$ cat src/rtl/fp_alu_pkg.sv
// Shared definitions for the floating-point ALU I/O blocks: exception flag layout,
// outbound frame constants, and the result transmitter FSM state type.
package fp_alu_pkg;

  localparam int FLAG_W  = 5;
  localparam int FLAG_NV = 4;
  localparam int FLAG_DZ = 3;
  localparam int FLAG_OF = 2;
  localparam int FLAG_UF = 1;
  localparam int FLAG_NX = 0;

  // Upper three bits of every frame header; the host resynchronizes on this pattern.
  localparam logic [2:0] FRAME_HDR_SYNC = 3'b101;
  localparam int         FRAME_BYTES    = 5;

  typedef enum logic [1:0] {
    ST_IDLE    = 2'd0,
    ST_PRESENT = 2'd1,
    ST_RELEASE = 2'd2
  } tx_state_e;

endpackage

$ cat src/rtl/fp_result_tx_if.sv
// Result handshake between the ALU datapath (master) and the result transmitter (slave).
//   res_valid : result available (master)
//   res_ready : transmitter can accept (slave)
//   res_data  : IEEE-754 single result (master)
//   res_flags : {NV, DZ, OF, UF, NX} (master)
interface fp_result_tx_if;
  import fp_alu_pkg::*;

  logic              res_valid;
  logic              res_ready;
  logic [31:0]       res_data;
  logic [FLAG_W-1:0] res_flags;

  modport master (output res_valid, output res_data, output res_flags, input res_ready);
  modport slave  (input res_valid, input res_data, input res_flags, output res_ready);
endinterface

$ cat src/rtl/sync_2ff.sv
// Two-flop synchronizer for a single asynchronous level, both flops reset to 0.
//   clk   : destination clock
//   rst_n : asynchronous active-low reset
//   d     : asynchronous input
//   q     : synchronized output
module sync_2ff (
  input  logic clk,
  input  logic rst_n,
  input  logic d,
  output logic q
);

  logic meta;

  always_ff @(posedge clk or negedge rst_n) begin
    if (!rst_n) begin
      meta <= 1'b0;
      q    <= 1'b0;
    end else begin
      meta <= d;
      q    <= meta;
    end
  end

endmodule

$ cat src/rtl/fp_result_tx.sv
// Byte-serial result transmitter. Captures one FP result plus flags and sends a
// 5-byte frame (header {101, NV, DZ, OF, UF, NX}, then data MSB first) to the host
// using a 4-phase strobe/acknowledge handshake, aborting on a stalled host.
//   clk, rst_n : clock, asynchronous active-low reset
//   res        : result handshake (slave side)
//   host_ack   : host acknowledge, asynchronous to clk
//   tx_data    : frame byte
//   tx_stb     : byte-valid strobe
//   tx_last    : high with the final byte of a frame
//   busy       : frame in progress
//   timeout    : one-cycle pulse when a frame is aborted
module fp_result_tx
  import fp_alu_pkg::*;
#(
  parameter int TIMEOUT_CYC = 1023
) (
  input  logic           clk,
  input  logic           rst_n,
  fp_result_tx_if.slave  res,
  input  logic           host_ack,
  output logic [7:0]     tx_data,
  output logic           tx_stb,
  output logic           tx_last,
  output logic           busy,
  output logic           timeout
);

  localparam int               CNT_W    = $clog2(TIMEOUT_CYC);
  localparam logic [CNT_W-1:0] CNT_LIM  = CNT_W'(TIMEOUT_CYC - 1);
  localparam logic [2:0]       LAST_IDX = 3'(FRAME_BYTES - 1);

  tx_state_e        state, state_n;
  logic [2:0]       idx, idx_n;
  logic [CNT_W-1:0] cnt;
  logic [39:0]      hold;
  logic             ack_s;
  logic             ready_i;
  logic             accept;
  logic             abort;
  logic [7:0]       next_byte;

  function automatic logic [7:0] frame_byte(input logic [39:0] f, input logic [2:0] i);
    case (i)
      3'd0:    frame_byte = f[39:32];
      3'd1:    frame_byte = f[31:24];
      3'd2:    frame_byte = f[23:16];
      3'd3:    frame_byte = f[15:8];
      default: frame_byte = f[7:0];
    endcase
  endfunction

  sync_2ff u_ack_sync (
    .clk   (clk),
    .rst_n (rst_n),
    .d     (host_ack),
    .q     (ack_s)
  );

  // A new frame never starts while the host still holds ack from the last one.
  assign ready_i       = (state == ST_IDLE) && !ack_s;
  assign res.res_ready = ready_i;
  assign accept        = res.res_valid && ready_i;

  always_comb begin
    state_n = state;
    idx_n   = idx;
    abort   = 1'b0;
    case (state)
      ST_IDLE: begin
        if (accept) begin
          state_n = ST_PRESENT;
          idx_n   = 3'd0;
        end
      end
      ST_PRESENT: begin
        // An ack on the limit cycle wins over the timeout.
        if (ack_s) begin
          state_n = ST_RELEASE;
        end else if (cnt == CNT_LIM) begin
          state_n = ST_IDLE;
          abort   = 1'b1;
        end
      end
      ST_RELEASE: begin
        if (!ack_s) begin
          if (idx == LAST_IDX) begin
            state_n = ST_IDLE;
          end else begin
            state_n = ST_PRESENT;
            idx_n   = idx + 3'd1;
          end
        end else if (cnt == CNT_LIM) begin
          state_n = ST_IDLE;
          abort   = 1'b1;
        end
      end
      default: state_n = ST_IDLE;
    endcase
    // The header comes straight from the inputs because hold is loaded on the same edge.
    next_byte = accept ? {FRAME_HDR_SYNC, res.res_flags} : frame_byte(hold, idx_n);
  end

  always_ff @(posedge clk or negedge rst_n) begin
    if (!rst_n) begin
      state   <= ST_IDLE;
      idx     <= 3'd0;
      cnt     <= '0;
      tx_data <= 8'd0;
      tx_stb  <= 1'b0;
      tx_last <= 1'b0;
      busy    <= 1'b0;
      timeout <= 1'b0;
    end else begin
      state   <= state_n;
      idx     <= idx_n;
      // Counts cycles spent in the current wait state; restarts on each state entry.
      cnt     <= (state_n != state || state_n == ST_IDLE) ? '0 : cnt + CNT_W'(1);
      tx_stb  <= (state_n == ST_PRESENT);
      tx_last <= (state_n == ST_PRESENT) && (idx_n == LAST_IDX);
      busy    <= (state_n != ST_IDLE);
      timeout <= abort;
      // tx_data only changes when a new byte is presented, so it holds through RELEASE.
      if (state_n == ST_PRESENT && state != ST_PRESENT) begin
        tx_data <= next_byte;
      end
    end
  end

  // Holding register: plain data, loaded at acceptance only.
  always_ff @(posedge clk) begin
    if (accept) begin
      hold <= {FRAME_HDR_SYNC, res.res_flags, res.res_data};
    end
  end

endmodule
$ cat src/flat_wrapper.sv
// flat-port wrapper written by rule: the top's interface ports become plain ports
module fp_result_tx_flat import fp_alu_pkg::*;
#(
  parameter int TIMEOUT_CYC = 1023
)
  (clk, rst_n, host_ack, tx_data, tx_stb, tx_last, busy, timeout, res_res_valid, res_res_data, res_res_flags, res_res_ready);
  fp_result_tx_if res_i ();
  input  logic clk;
  input  logic rst_n;
  input  logic host_ack;
  output logic [7:0] tx_data;
  output logic tx_stb;
  output logic tx_last;
  output logic busy;
  output logic timeout;
  input wire logic [$bits(res_i.res_valid)-1:0] res_res_valid;
  input wire logic [$bits(res_i.res_data)-1:0] res_res_data;
  input wire logic [$bits(res_i.res_flags)-1:0] res_res_flags;
  output wire logic [$bits(res_i.res_ready)-1:0] res_res_ready;
  assign res_i.res_valid = res_res_valid;
  assign res_i.res_data = res_res_data;
  assign res_i.res_flags = res_res_flags;
  assign res_res_ready = res_i.res_ready;
  fp_result_tx #(.TIMEOUT_CYC(TIMEOUT_CYC)) u_core (.clk(clk), .rst_n(rst_n), .res(res_i), .host_ack(host_ack), .tx_data(tx_data), .tx_stb(tx_stb), .tx_last(tx_last), .busy(busy), .timeout(timeout));
endmodule
$ cat config.mk
export PLATFORM = sky130hd
export DESIGN_NAME = fp_result_tx_flat
export DESIGN_NICKNAME = d
export VERILOG_FILES = /design/src/rtl/fp_alu_pkg.sv /design/src/rtl/fp_result_tx_if.sv /design/src/rtl/sync_2ff.sv /design/src/rtl/fp_result_tx.sv /design/src/flat_wrapper.sv
export SDC_FILE = /design/constraint.sdc
export NUM_CORES = 1
export LEC_CHECK = 0
export BUFFER_PORTS_ARGS = -buffer_cell sky130_fd_sc_hd__buf_2
export CORE_UTILIZATION = 40
export DETAILED_ROUTE_END_ITERATION = 10
export PLACE_DENSITY = 0.6
export SYNTH_ARGS = -nofsm -noshare
export SYNTH_HDL_FRONTEND = slang
export SYNTH_SLANG_ARGS = --single-unit
$ cat constraint.sdc
create_clock -name clk -period 2.85 [get_ports clk]
set_input_delay 0.7125 -clock clk [delete_from_list [all_inputs] [get_ports clk]]
set_output_delay 0.7125 -clock clk [all_outputs]
set_load 0.01 [all_outputs]
# == Word-level counts from Yosys, hierarchy flattened ==
# Index checks and enable logic that the tools add are counted.
# totals
ff_bits,66
input_bits,41
out_inout_bits,13
# classes
addsub,2
eq_ne,11
n_mux,17
reduce_logical,10
# op_table
cell,count
8-bit case mux with 4 select lines,1
10-bit by 1-bit adder with 10-bit output (second input constant),1
10-bit == test (second input constant),1
10-bit two-way mux,1
3-bit two-way mux,3
2-bit two-way mux,4
8-bit two-way mux,1
3-bit by 2-bit == test with 1-bit output (second input constant),2
3-bit == test (second input constant),2
2-bit case mux with 3 select lines,1
3-bit case mux with 2 select lines,1
2-bit by 1-bit == test with 1-bit output (second input constant),2
1-bit logical AND,4
2-bit zero test,2
1-bit two-way mux,4
3-bit by 1-bit adder with 3-bit output (second input constant),1
3-bit by 1-bit == test with 1-bit output (second input constant),1
3-bit zero test,1
2-bit == test (second input constant),1
2-bit by 1-bit inequality test with 1-bit output (second input constant),1
2-bit inequality test,1
1-bit case mux with 2 select lines,1
2-bit nonzero test,1
1-bit zero test,1
1-bit logical OR,1

# == Longest topological paths before layout ==
# depth
ltp_word,8
mapped_depth,11
mapped_depth_nobuf,9

# == Hierarchy ==
# A second synthesis with hierarchy kept.
# unflattened
cells_unflattened,220
hier_area_um2,2944.1
# modules_own_cells
module,n_inst,cells_per_inst,area_per_inst_um2,seq_area_each_um2
fp_result_tx,1,218,2894.0,1786.7
sync_2ff,1,2,50.0,50.0

# == Worst setup path before layout ==
# Ideal clock, no wire load.
# synth_timing
path_kind,register -> register
start,reg u_core.state[0]
end,reg u_core.tx_data[1]
setup_ns,0.123
arrival_time_ns,2.485
t_required_ns,2.727
path_slack_ns,0.241
stages_incl_launch_ff,10
n_path_buf,0
synth_period_minus_slack_ns,2.609
path_cell_list,dfrtp_1 inv_1 ha_1 and2b_1 nand2_1 clkinv_1 nand2_1 o21ai_0 mux2i_1 o21ai_2
# synth_via
elab_chain_cells,8
# synth_rtl
element,line_no,text
start: declaration,fp_result_tx.sv:32,"tx_state_e state, state_n;"
start signal: assignment,fp_result_tx.sv:114,state <= state_n;
2-bit zero test (*),fp_result_tx.sv:60,assign ready_i = (state == ST_IDLE) && !ack_s;
1-bit logical AND (*),fp_result_tx.sv:60,
via res_res_ready,flat_wrapper.sv:19,output wire logic [$bits(res_i.res_ready)-1:0] res_res_ready;
1-bit logical AND (*),fp_result_tx.sv:62,assign accept = res.res_valid && ready_i;
via u_core.accept,fp_result_tx.sv:38,logic accept;
3-bit two-way mux,fp_result_tx.sv:70,if (accept) begin
3-bit case mux with 2 select lines,fp_result_tx.sv:68,case (state)
"3-bit by 2-bit == test with 1-bit output, or another cell as far along",fp_result_tx.sv:43,case (i)
8-bit case mux with 4 select lines,fp_result_tx.sv:43,
8-bit two-way mux,fp_result_tx.sv:100,"next_byte = accept ? {FRAME_HDR_SYNC, res.res_flags} : frame_byte(hold, idx_n);"
end signal: assignment,fp_result_tx.sv:124,tx_data <= next_byte;
end: declaration,fp_result_tx.sv:21,"output logic [7:0] tx_data,"
# Mark *: on every way through the listed nets, which the timed path passes. The rest lies on a longest branch.
# A chain may end at the register's enable or synchronous reset.

# == Worst setup path after layout ==
# layout_timing
start,reg u_core.state[0]
end,reg u_core.tx_data[1]
# layout_via
elab_chain_cells,8
# layout_rtl
element,line_no,text
2-bit zero test,"fp_result_tx.sv:60, fp_result_tx.sv:68",
1-bit logical AND,fp_result_tx.sv:60,
1-bit logical AND,fp_result_tx.sv:62,
3-bit two-way mux,fp_result_tx.sv:70,
3-bit case mux with 2 select lines (*),fp_result_tx.sv:68,
via u_core.idx_n[2],fp_result_tx.sv:33,"logic [2:0] idx, idx_n;"
"3-bit by 2-bit == test with 1-bit output, or another cell as far along",fp_result_tx.sv:43,
8-bit case mux with 4 select lines (*),fp_result_tx.sv:43,
8-bit two-way mux (*),fp_result_tx.sv:100,
# Marks and branches as above.

==> results_dict.tcl <==
set metrics [dict create \
    status "completed" \
    hold_viol_final 0 \
    yosysTopAreaCellShare_pct 36.44 \
    cap_violations 0 \
    clock_sinks 66 \
    ys_seq_area_share_pct 60.24 \
    die_w_um 89.31 \
    hpwlAfterDp_um 4011 \
    netlist_top_cells_area "edfxtp_1, dfrtp_1, ha_1, mux2_2, nand2_1" \
    drt-pass1-iter-count 5 \
    ctsHtreeMaxLevel 3 \
    grt_pass1_wl_um 9163 \
    ir_worst_vdd_v 0.0004756 \
    cts_inserted_buffers 9 \
    grt_pass1_vias 1930 \
    cp.buffers_inverters 2 \
    die_y_um 89.31 \
    cp_max_fo 9 \
    area_growth_syn_to_layout_pct 18.71 \
    crit_top_cell "inv_1" \
    cts_root_buf "clkbuf_8" \
    grt_usage_pct 15.95 \
    syn_inst 229 \
    cts-resized-gates 0 \
    dieArea_um2 7976 \
    wire_per_inst_um 14.37 \
    antenna_found_initial 0 \
    clkSlewWorstSetupHoldPaths_ps 80 \
    required_ps 3110 \
    synth_top_cell_by_area "edfxtp_1" \
    layout_commonest_cell "buf_2" \
    final.min_clock_period_ps 2522 \
    rsz0062_at_grt "no" \
    skew_ps 11.88 \
    placed_area_um2 3427 \
    place_congestion 0.8296 \
    layout-drive-gt1-share_pct 36.24 \
    syn_nets 278 \
    clk_latency_ps 330 \
    grt_max_degree 45 \
    cp_cell_sequence "inv_1 -> ha_1 -> mux2i_1 -> a211oi_1 -> or2_1 -> inv_1 -> nor2_2 -> a22oi_1 -> o21ai_2" \
    io_pins 54 \
    synth_area_um2 3049 \
    cts.path.max_buffers 2 \
    fin_nets 343 \
    ant_nets 0 \
    synthArstFlopShare_pct 43.94 \
    fmax_mhz 396.5 \
    drt_iter0_markers 78 \
    fin_setup_tns_ps 0 \
    port_buffers 53 \
    synth-seq-cells 66 \
    initial_core_util_pct 41.82 \
    power.leakage_nw 1.507 \
    overflow 0 \
    synth_edf_count 37 \
    cp.arrival_ps 2790 \
    relSlewSlack_pct 54.66 \
    rows 31 \
    vias 1923 \
    hold_class "reg2reg" \
    cpLargestDelayFamily "simple AND/OR/NAND/NOR gates" \
    core_area_um2 7292 \
    mostFrequentLayoutCells "buf_2, edfxtp_1, dfrtp_1" \
    stdcell_area_um2 3620 \
    ctsHoldBuffers 0 \
    crit_path_end_kind "flip-flop" \
    power_density_nw_per_um2 889.0 \
    yosysWarningCount 0 \
    fin_util_pct 49.64 \
    ys_types 56 \
    cts_tree "built" \
    setup_viol 0 \
    dominantRegCellSynth "edfxtp_1" \
    routed_wl_um 5704 \
    drc 0 \
    cp_slowest_cell "dfrtp_1" \
    worst_pin_slew_ps 680.2 \
    worstSetupStartpointType "flip-flop" \
    cts_setup_buffers 0 \
    postSynthAreaPerCell_um2 13.32 \
    fin_crit_sh_pct 88.49 \
    crit_type "reg2reg" \
    cp_slowest_stage_delay_ps 490 \
    antennaDiodeCount 0 \
    vias_per_cell 4.844 \
    slew_violations 0 \
]
-- logic make-up after synthesis --
family | count (synthesis) | share of synthesized area, %
AOI/OAI and AO/OA | 50 | 13.75
xor gates and xnor gates | 8 | 2.298
adders and majority gates | 8 | 3.283
buffers and inverters | 20 | 4.062
DFF | 66 | 60.24
muxes | 16 | 5.745
and+or+nand+nor | 61 | 10.63
-- worst paths after layout --
kind | startpoint | depth (start not counted) | to | slack (ps)
hold reg to reg | u_core.u_ack_sync.meta | 0 | u_core.u_ack_sync.q | 350
max in group asynchronous | rst_n | 1 | u_core.cnt[0] | 1980
min in group asynchronous | rst_n | 1 | u_core.busy | 410
setup / recovery | u_core.state[0] | 9 | u_core.tx_data[1] | 330
setup reg to reg | u_core.state[0] | 9 | u_core.tx_data[1] | 330
hold / removal | u_core.u_ack_sync.meta | 0 | u_core.u_ack_sync.q | 350
-- per-stage QoR --
stage	worst slack, ps	power (mW)	std cells	hold slack [ps]
after floorplan	241.1	2.208	229	331.2
after global placement	410.2	2.490	382	332.8
after detailed placement	294.2	2.492	382	341.6
after CTS	279.5	3.263	397	359.3
after global routing	49.43	3.446	397	361.7
final	328.0	3.218	397	354.9
-- state kept, by name, indices dropped and copies added, names as in the netlist --
signal / count
u_core.timeout: 1
u_core.tx_stb: 1
u_core.tx_last: 1
u_core.u_ack_sync.meta: 1
u_core.busy: 1
u_core.tx_data: 8
u_core.state: 2
u_core.u_ack_sync.q: 1
u_core.idx: 3
u_core.hold: 37
u_core.cnt: 10
-- layer usage --
metal	global-route usage (%)	part of all wire, %	up-vias
met2	24.50	49	35
met5	0	0	-
met4	6.494	0.96	0
met3	4.894	3.3	4
met1	21.11	47	914
li1	-	-	970
-- cell type report --
cell class | count | area (µm²)
clock buffer | 9 | 123.9
clock inverter | 6 | 68.82
fill | 690 | 3672
inverter | 12 | 45.04
multi-input combinational | 143 | 1089
sequential | 66 | 1837
tap | 99 | 123.9
timing repair buffer | 62 | 332.8
-- synth_stat cells (2+ instances only) --
cell and number:
mux2i_1 7, nand3_1 2, o21ai_0 7, o21ai_2 4, xor2_1 5, and4_1 3
buf_6 3, a31oi_1 2, or2_2 2, nand4_1 2, nor2_2 3, dfrtp_1 29
a21oi_1 5, nand2_1 21, o21ai_1 3, nor2_1 13, a22o_1 5, a22oi_1 6
edfxtp_1 37, inv_1 10, o211ai_2 4, ha_1 8, o221ai_1 2, xnor2_1 3
o211ai_1 2, and2b_1 2, and3_1 2, buf_2 2, mux2_2 8
-- report_power, final --
group | switching [mW] | internal (mW) | total (mW)
Combinational | 0.647 | 0.515 | 1.16
Sequential | 0.103 | 1.19 | 1.29
Clock | 0.360 | 0.402 | 0.762
Total | 1.11 | 2.11 | 3.22
No activity file was read; power rests on OpenSTA's default activity.
